<file path="config.mk">
export PLATFORM = sky130hd
export DESIGN_NAME = lsu
export DESIGN_NICKNAME = d
export VERILOG_FILES = /design/src/rtl/lsu.sv
export SDC_FILE = /design/constraint.sdc
export NUM_CORES = 1
export LEC_CHECK = 0
export ABC_AREA = 1
export CAP_MARGIN = 20
export CORE_MARGIN = 2
export CORE_UTILIZATION = 45
export DETAILED_ROUTE_END_ITERATION = 10
export GPL_TIMING_DRIVEN = 1
export PLACE_DENSITY = 0.81
export SKIP_LAST_GASP = 1
export SLEW_MARGIN = 30
export SYNTH_ARGS = -nofsm -noshare
export SYNTH_HDL_FRONTEND = slang
export SYNTH_SLANG_ARGS = --single-unit
</file>
<file path="constraint.sdc">
create_clock -name clk -period 2 [get_ports clk]
set_input_delay 0.3 -clock clk [delete_from_list [all_inputs] [get_ports clk]]
set_output_delay 0.3 -clock clk [all_outputs]
set_load 0.005 [all_outputs]
</file>
<file path="src/rtl/lsu.sv">
// Load/store unit: one data-memory transaction per request over a valid/ack bus.
// Optional macro MISALIGN_TRAP_EN turns misaligned half/word accesses into errors.
module lsu #(
   parameter int WIDTH = 32
) (
   input  logic             clk,
   input  logic             rst,
   input  logic             req_valid,
   output logic             req_ready,
   input  logic             req_we,
   input  logic [2:0]       req_funct3,
   input  logic [WIDTH-1:0] req_addr,
   input  logic [WIDTH-1:0] req_wdata,
   output logic             mem_req,
   output logic             mem_we,
   output logic [WIDTH-1:0] mem_addr,
   output logic [3:0]       mem_be,
   output logic [WIDTH-1:0] mem_wdata,
   input  logic             mem_ack,
   input  logic [WIDTH-1:0] mem_rdata,
   output logic             resp_valid,
   output logic [WIDTH-1:0] resp_rdata,
   output logic             resp_err
);

   typedef enum logic [1:0] {S_IDLE = 2'd0, S_WAIT = 2'd1, S_RESP = 2'd2} state_t;

   state_t           state_q, state_d;
   logic             req_ready_q, req_ready_d;
   logic             mem_req_q, mem_req_d;
   logic             mem_we_q, mem_we_d;
   logic [WIDTH-1:0] mem_addr_q, mem_addr_d;
   logic [3:0]       mem_be_q, mem_be_d;
   logic [WIDTH-1:0] mem_wdata_q, mem_wdata_d;
   logic [2:0]       funct3_q, funct3_d;
   logic [1:0]       off_q, off_d;
   logic             resp_valid_q, resp_valid_d;
   logic [WIDTH-1:0] resp_rdata_q, resp_rdata_d;
   logic             resp_err_q, resp_err_d;

   logic             err_s;
   logic [1:0]       lane_s;
   logic [3:0]       be_s;
   logic [WIDTH-1:0] wdata_s;
   logic [WIDTH-1:0] shifted_s;
   logic [WIDTH-1:0] load_s;

   function automatic logic legal_f3(input logic we, input logic [2:0] f3);
      logic ok;
      case (f3)
         3'b000, 3'b001, 3'b010: ok = 1'b1;
         3'b100, 3'b101:         ok = !we;
         default:                ok = 1'b0;
      endcase
      return ok;
   endfunction

   // Next-state, lane steering and load extension.
   always_comb begin
      state_d      = state_q;
      req_ready_d  = req_ready_q;
      mem_req_d    = mem_req_q;
      mem_we_d     = mem_we_q;
      mem_addr_d   = mem_addr_q;
      mem_be_d     = mem_be_q;
      mem_wdata_d  = mem_wdata_q;
      funct3_d     = funct3_q;
      off_d        = off_q;
      resp_valid_d = resp_valid_q;
      resp_rdata_d = resp_rdata_q;
      resp_err_d   = resp_err_q;

      err_s = !legal_f3(req_we, req_funct3);
`ifdef MISALIGN_TRAP_EN
      if ((req_funct3[1:0] == 2'b01 && req_addr[0]) ||
          (req_funct3[1:0] == 2'b10 && req_addr[1:0] != 2'b00)) begin
         err_s = 1'b1;
      end else begin
         err_s = err_s;
      end
`endif

      // Word accesses ignore the low address bits entirely.
      case (req_funct3[1:0])
         2'b00: begin
            lane_s  = req_addr[1:0];
            be_s    = 4'b0001 << lane_s;
            wdata_s = req_wdata << {lane_s, 3'b000};
         end
         2'b01: begin
            lane_s  = req_addr[1:0];
            be_s    = 4'b0011 << lane_s;
            wdata_s = req_wdata << {lane_s, 3'b000};
         end
         default: begin
            lane_s  = 2'b00;
            be_s    = 4'hF;
            wdata_s = req_wdata;
         end
      endcase

      shifted_s = mem_rdata >> {off_q, 3'b000};
      case (funct3_q)
         3'b000:  load_s = {{24{shifted_s[7]}}, shifted_s[7:0]};
         3'b001:  load_s = {{16{shifted_s[15]}}, shifted_s[15:0]};
         3'b100:  load_s = {24'h000000, shifted_s[7:0]};
         3'b101:  load_s = {16'h0000, shifted_s[15:0]};
         default: load_s = shifted_s;
      endcase

      case (state_q)
         S_IDLE: begin
            if (req_valid && req_ready_q) begin
               req_ready_d = 1'b0;
               funct3_d    = req_funct3;
               off_d       = lane_s;
               if (err_s) begin
                  state_d      = S_RESP;
                  resp_valid_d = 1'b1;
                  resp_err_d   = 1'b1;
                  resp_rdata_d = 32'h0000_0000;
               end else begin
                  state_d     = S_WAIT;
                  mem_req_d   = 1'b1;
                  mem_we_d    = req_we;
                  mem_addr_d  = {req_addr[WIDTH-1:2], 2'b00};
                  mem_be_d    = be_s;
                  mem_wdata_d = wdata_s;
               end
            end else begin
               state_d = S_IDLE;
            end
         end
         S_WAIT: begin
            if (mem_ack) begin
               state_d      = S_RESP;
               mem_req_d    = 1'b0;
               resp_valid_d = 1'b1;
               resp_err_d   = 1'b0;
               resp_rdata_d = mem_we_q ? 32'h0000_0000 : load_s;
            end else begin
               state_d = S_WAIT;
            end
         end
         S_RESP: begin
            state_d      = S_IDLE;
            resp_valid_d = 1'b0;
            req_ready_d  = 1'b1;
         end
         default: begin
            state_d      = S_IDLE;
            req_ready_d  = 1'b1;
            mem_req_d    = 1'b0;
            resp_valid_d = 1'b0;
         end
      endcase
   end

   // State and registered outputs.
   always_ff @(posedge clk) begin
      if (rst) begin
         state_q      <= S_IDLE;
         req_ready_q  <= 1'b1;
         mem_req_q    <= 1'b0;
         mem_we_q     <= 1'b0;
         mem_addr_q   <= 32'h0000_0000;
         mem_be_q     <= 4'h0;
         mem_wdata_q  <= 32'h0000_0000;
         funct3_q     <= 3'b000;
         off_q        <= 2'b00;
         resp_valid_q <= 1'b0;
         resp_rdata_q <= 32'h0000_0000;
         resp_err_q   <= 1'b0;
      end else begin
         state_q      <= state_d;
         req_ready_q  <= req_ready_d;
         mem_req_q    <= mem_req_d;
         mem_we_q     <= mem_we_d;
         mem_addr_q   <= mem_addr_d;
         mem_be_q     <= mem_be_d;
         mem_wdata_q  <= mem_wdata_d;
         funct3_q     <= funct3_d;
         off_q        <= off_d;
         resp_valid_q <= resp_valid_d;
         resp_rdata_q <= resp_rdata_d;
         resp_err_q   <= resp_err_d;
      end
   end

   assign req_ready  = req_ready_q;
   assign mem_req    = mem_req_q;
   assign mem_we     = mem_we_q;
   assign mem_addr   = mem_addr_q;
   assign mem_be     = mem_be_q;
   assign mem_wdata  = mem_wdata_q;
   assign resp_valid = resp_valid_q;
   assign resp_rdata = resp_rdata_q;
   assign resp_err   = resp_err_q;

endmodule

</file>
==> run_results.csv, run 1 <==
group,metric,value,unit
routing,drtIter0Drc,627,
routing,antenna_left,0,
yosys,synth_common_cells,"304 x nand2_1, 122 x a21oi_1, 110 x dfxtp_1",
cts,post_cts_buffers,0,
timing,post-route-period-util,0.825,
cts,ctsHoldBuffers,0,
floorplanning,dieArea,13200,um2
cts,htreeDepth,3,
placed_design,hpwl,12700,um
worst_setup_path,reg2reg_slack,0.40,ns
placed_design,portBuffers,206,
final_layout,n_antenna_cell,0,
worst_setup_path,critPathLaunchType,"input port",
worst_hold_path,holdCritPathClass,"flop to flop",
cts,clock-sinks,110,
timing,fin_skew,0.0107,ns
cts,numCtsBuffers,9,
floorplanning,die_w,115,um
final_layout,fin_cells,1163,
yosys,ys_types,29,
worst_setup_path,cp-end-kind,"flop",
global_route,grt_pass1_vias,5679,
floorplanning,start_util,0.460,
worst_setup_path,crit_required,2.25,ns
timing,max_freq,606,MHz
timing,rsz0062_at_grt,"false",
yosys,syn_area_per_cell,6.70,um2
yosys,synth_top_cell_by_area,"dfxtp_1",
final_layout,nFillCells,1079,
worst_setup_path,crit_end,"mem_wdata[24]",
placed_design,routabilityCongestion,0.972,
yosys,synthFlopType,"dfxtp_1",
floorplanning,rows,40,
routing,viasPerCell,5.16,
worst_setup_path,startpoint,"req_addr[0]",
yosys,synth_edf_count,0,
final_layout,drive_above_1_share,0.0856,
worst_setup_path,path_max_fanout,20,
timing,hold_viol,0,
status,status,"finished, final reports clean",
yosys,synth_area_leaders,"dfxtp_1 40%, nand2_1 21%, a21oi_1 11%",
worst_hold_path,holdPathStages,2,
timing,fin_crit,1.65,ns
global_route,grt.total_usage,0.266,
yosys,synthArstFlopShare,0,
yosys,ys_seq_area_frac,0.398,
timing,tns,0,ns
yosys,yosysMostFrequentCell,"nand2_1",
yosys,yosysWarningCount,0,
floorplanning,io_pins,209,
global_route,grt_first_pass_wirelength,27800,um
timing,slew_headroom,0.388,
worst_setup_path,r2r_cells,6,
pwr,powerDensity,741,nW/um2
routing,drtPass1Iterations,5,
routing,drc,0,
global_route,grt_antenna_before_repair,0,
cts,root_buffer,"clkbuf_16",
timing,tightest_slew,0.919,ns
routing,num_vias,5997,
timing,slew_viol_final,0,
global_route,grt_max_degree,86,
routing,wl_per_cell,14.9,um
worst_setup_path,r2r-end,"resp_rdata[22]",
cts,cts_tree,"done",
pwr,leakage,0.00325,uW
worst_setup_path,arrival,1.90,ns
worst_setup_path,criticalPathCategory,"input port to flop",
timing,setup_violations,0,
yosys,yosysTopAreaCellShare,0.398,
global_route,overflow,0,
worst_setup_path,r2r_start,"off_q[1]",
yosys,ys_seq_elements,110,
yosys,syn-cell-area,5530,um2
placed_design,dp_cells,1147,
final_layout,area_growth_syn_to_layout,44.4,%
final_layout,fin_nets,1115,
routing,wirelength,17400,um
floorplanning,core_area,12000,um2
job,maxCapViolCount,0,
floorplanning,die_h,115,um
cts,ctsResizeCount,0,
cts,path_clk_slew,0.07,ns
yosys,syn_inst,825,
cts,cts.path.max_buffers,2,
pwr,irDropWorstVdd,0.645,mV
cts,clock_latency,0.36,ns
==> cells by family (layout without fill, tap and decap cells) <==
| kind of cell | Yosys count | count (layout) | share of synthesized area |
|---|---|---|---|
| AOI/OAI and AO/OA | 208 | 208 | 0.198 |
| buffers and inverters | 115 | 305 | 0.103 |
| and+or+nand+nor | 391 | 391 | 0.300 |
| other | 1 | 2 | 0.000678 |
| DFF | 110 | 110 | 0.398 |
==> per-stage QoR <==
step                total power (uW)  worst slack, ns  instance area (um2)  hold slack (ns)   util
global route                    6230            0.218                 7980            0.479  0.665
CTS                             5950            0.388                 7980            0.465  0.665
global placement                4170           0.0818                 7690            0.448  0.641
finish                          5920            0.350                 7980            0.462  0.665
detailed placement              4180           0.0599                 7690            0.453  0.641
floorplan                       3440            0.679                 5530            0.435      -
==> flip-flops by register name, indices dropped and copies added (netlist names), 2 cells and up <==
| signal | count |
|---|---|
| resp_rdata | 32 |
| mem_be | 4 |
| off_q | 2 |
| state_q | 2 |
| mem_wdata | 32 |
| funct3_q | 3 |
| mem_addr | 30 |
==> routing by layer <==
| layer | vias up | routed length [um] | GRT usage | part of all wire |
|---|---|---|---|---|
| met3 | 29 | 1930 | 0.0938 | 0.11 |
| met1 | 2669 | 7110 | 0.327 | 0.41 |
| met2 | 291 | 8000 | 0.444 | 0.46 |
| met4 | 0 | 307 | 0.0723 | 0.018 |
| met5 | - | 0 | 0 | 0 |
| li1 | 3008 | - | - | - |
==> layout make-up <==
class	instances	area [um2]	area share
Inverter	60	233	0.0292
Clock buffer	9	225	0.0282
Clock inverter	7	62.6	0.00784
Multi-Input combinational cell	601	2760	0.346
Tap cell	147	184	0.0230
Timing Repair Buffer	229	2320	0.290
Sequential cell	110	2200	0.276
==> power breakdown <==
part	internal [uW]	switching [uW]
clock	875	892
sequential	2340	98.5
combinational	794	918
==> placed cells by master, fill, tap and decap left out <==
cell type	count
buf_2	1
nor2_4	1
nand3b_2	1
nor2_8	1
inv_6	2
nand3_2	2
o21ai_0	66
o22ai_1	2
nand2_1	304
nand2_2	6
nand4_1	1
o211ai_1	11
nor2_1	33
nand3_1	16
buf_12	7
a22oi_1	4
a21oi_2	2
buf_4	16
inv_4	3
nor2_2	14
and3_1	4
a21oi_1	122
o21ai_2	1
conb_1	2
clkinv_4	2
nand3_4	4
inv_8	2
clkdlybuf4s50_1	205
inv_2	8
clkinv_2	1
inv_1	49
or2_2	4
clkbuf_16	9
dfxtp_1	110
==> how the worst min path moves through the flow <==
stage | start | end | slack, ns
after global placement | mem_addr[24] | mem_addr[24] | 0.45
final | mem_addr[25] | mem_addr[25] | 0.46
after CTS | mem_addr[12] | mem_addr[12] | 0.47
after detailed placement | mem_addr[11] | mem_addr[11] | 0.45
after floorplan | req_wdata[31] | mem_wdata[31] | 0.43
after global routing | mem_addr[7] | mem_addr[7] | 0.48
==> worst max-delay path, stage by stage <==
cell and delay, ns:
clkdlybuf4s50_1 0.55, inv_1 0.26, o21ai_0 0.36, nand2_1 0.13, o211ai_1 0.11, nand2_1 0.08, nand2_1 0.07, nor2_1 0.05
(Power assumes the default switching activity.)
==> run 2: changes to the inputs <==
Clock period 2 ns to 1.6 ns, I/O delays scaled along.
==> run 2 against run 1 <==
- routed wire length grew 0.80%
- clock power grew 34%
- first-iteration DRC count decreased by 24%
- utilization is 2.8 points higher
- sequential power is 25% higher
- flip-flop and latch count stayed put
==> run_results.csv, run 2 (same netlist as run 1, synthesis figures left out) <==
group,metric,value,unit
routing,num_vias,6130,
placed_design,hpwl,13000,um
global_route,grt_first_pass_wirelength,27700,um
routing,drtPass1Iterations,5,
floorplanning,start_util,0.460,
final_layout,fin_nets,1150,
timing,max_freq,664,MHz
worst_setup_path,critPathLaunchType,"input port",
final_layout,final_common_cell,"nand2_1",
cts,cts.path.max_buffers,2,
cts,root_buffer,"clkbuf_16",
placed_design,portBuffers,206,
routing,wl_per_cell,14.6,um
global_route,grt_pass1_vias,5907,
worst_setup_path,cp-end-kind,"flop",
global_route,overflow,0,
floorplanning,rows,40,
timing,hold_viol,0,
final_layout,drive_above_1_share,0.116,
final_layout,final_util,0.693,
cts,htreeDepth,3,
global_route,grt.total_usage,0.267,
routing,drtIter0Drc,476,
global_route,grt_max_degree,86,
worst_setup_path,criticalPathCategory,"input port to flop",
routing,viasPerCell,5.12,
cts,clock_latency,0.36,ns
timing,fin_skew,0.0112,ns
worst_setup_path,crit_required,1.85,ns
worst_setup_path,path_max_fanout,18,
placed_design,routabilityCongestion,0.949,
timing,slew_viol_final,0,
cts,cts_tree,"done",
global_route,grt_antenna_before_repair,0,
final_layout,area_growth_syn_to_layout,50.6,%
pwr,leakage,0.00345,uW
cts,path_clk_slew,0.07,ns
pwr,irDropWorstVdd,0.619,mV
pwr,power,7690,uW
status,status,"finished, final reports clean",
timing,rsz0062_at_grt,"false",
floorplanning,die_h,115,um
floorplanning,io_pins,209,
cts,numCtsBuffers,9,
worst_setup_path,arrival,1.76,ns
job,maxCapViolCount,0,
worst_hold_path,holdCritPathClass,"input port to flop",
floorplanning,core_area,12000,um2
routing,antenna_left,0,
routing,wirelength,17500,um
final_layout,n_antenna_cell,0,
final_layout,nFillCells,1023,
cts,clock-sinks,110,
floorplanning,die_w,115,um
timing,setup_violations,0,
routing,drc,0,
final_layout,layout_common_cells,"304 x nand2_1, 205 x clkdlybuf4s50_1, 122 x a21oi_1, 109 x dfxtp_1, 66 x o21ai_0",
timing,fin_crit,1.50,ns
floorplanning,dieArea,13200,um2
pwr,powerDensity,924,nW/um2
timing,post-route-period-util,0.941,
==> run 2: changes by cell type in the layout (fill, tap and decap cells not counted) <==
| cell | previous run | this run |
|---|---|---|
| clkinv_4 | 2 | 0 |
| clkbuf_1 | 0 | 1 |
| buf_4 | 16 | 47 |
| clkinv_2 | 1 | 0 |
| dfxtp_1 | 110 | 109 |
| dfxtp_2 | 0 | 1 |
| clkinv_8 | 0 | 1 |
| buf_12 | 7 | 11 |
| bufinv_16 | 0 | 1 |
==> run 2: where the power goes <==
group          switching (uW)  internal [uW]  leakage, uW
clock                    1120           1260     0.000154
combinational            1160           1100      0.00240
sequential                126           2930     0.000895
==> run 2: metal layers <==
layer  track usage  routed length [um]  vias up
met5             0                   0        -
met4         0.118                 464        0
met3        0.0870                1940       37
met2         0.447                8040      269
met1         0.312                7040     2735
li1              -                   -     3089
==> run 2: per-stage QoR <==
step           setup TNS, ns  instances  instance area, um2  hold WS (ns)  worst slack (ns)
6_report                   0       1198                8320         0.359            0.0950
4_1_cts                    0       1196                8300         0.355            0.0818
3_5_place_dp          -21.11       1180                7980         0.452            -0.289
3_3_place_gp          -16.16       1180                7980         0.449            -0.232
2_1_floorplan              0        826                5530         0.375             0.301
5_1_grt                    0       1198                8320         0.391           0.00423
==> run 2: final timing paths <==
kind                                    start             to  slack [ns]  cells after the start
worst max-delay path            req_funct3[1]  mem_wdata[25]         0.1                     10
worst max register to register     state_q[0]   mem_addr[14]        0.14                      7
worst min-delay path                      rst       off_q[0]        0.36                      4
worst min register to register   mem_addr[23]   mem_addr[23]        0.47                      2
==> run 2: final cells by class <==
cell class              instances  area (um2)  share of cell area
flip-flops and latches        110        2200               0.265
inverters                      60         233              0.0280
multi-input cells             601        2760               0.331
clock inverters                 6        86.3              0.0104
clock buffers                  10         229              0.0275
repair buffers                264        2630               0.316
well taps                     147         184              0.0221
==> run 2: critical path, cell delays in order <==
cell and delay [ns]:
clkdlybuf4s50_1 0.58, nand2_1 0.10, nand2_2 0.08, nand2_2 0.06, nand3_2 0.10, inv_2 0.06, buf_12 0.15, or2_2 0.27
inv_1 0.06, nor2_1 0.04
==> run 2: repair_timing <==
action / 4_1_cts / 5_1_grt
buffers inserted: 0 / 2
hold buffers: 0 / 0
endpoints found under the setup margin: 0 / 11
gates resized for setup: 0 / 1
hold endpoints to repair: 0 / 0
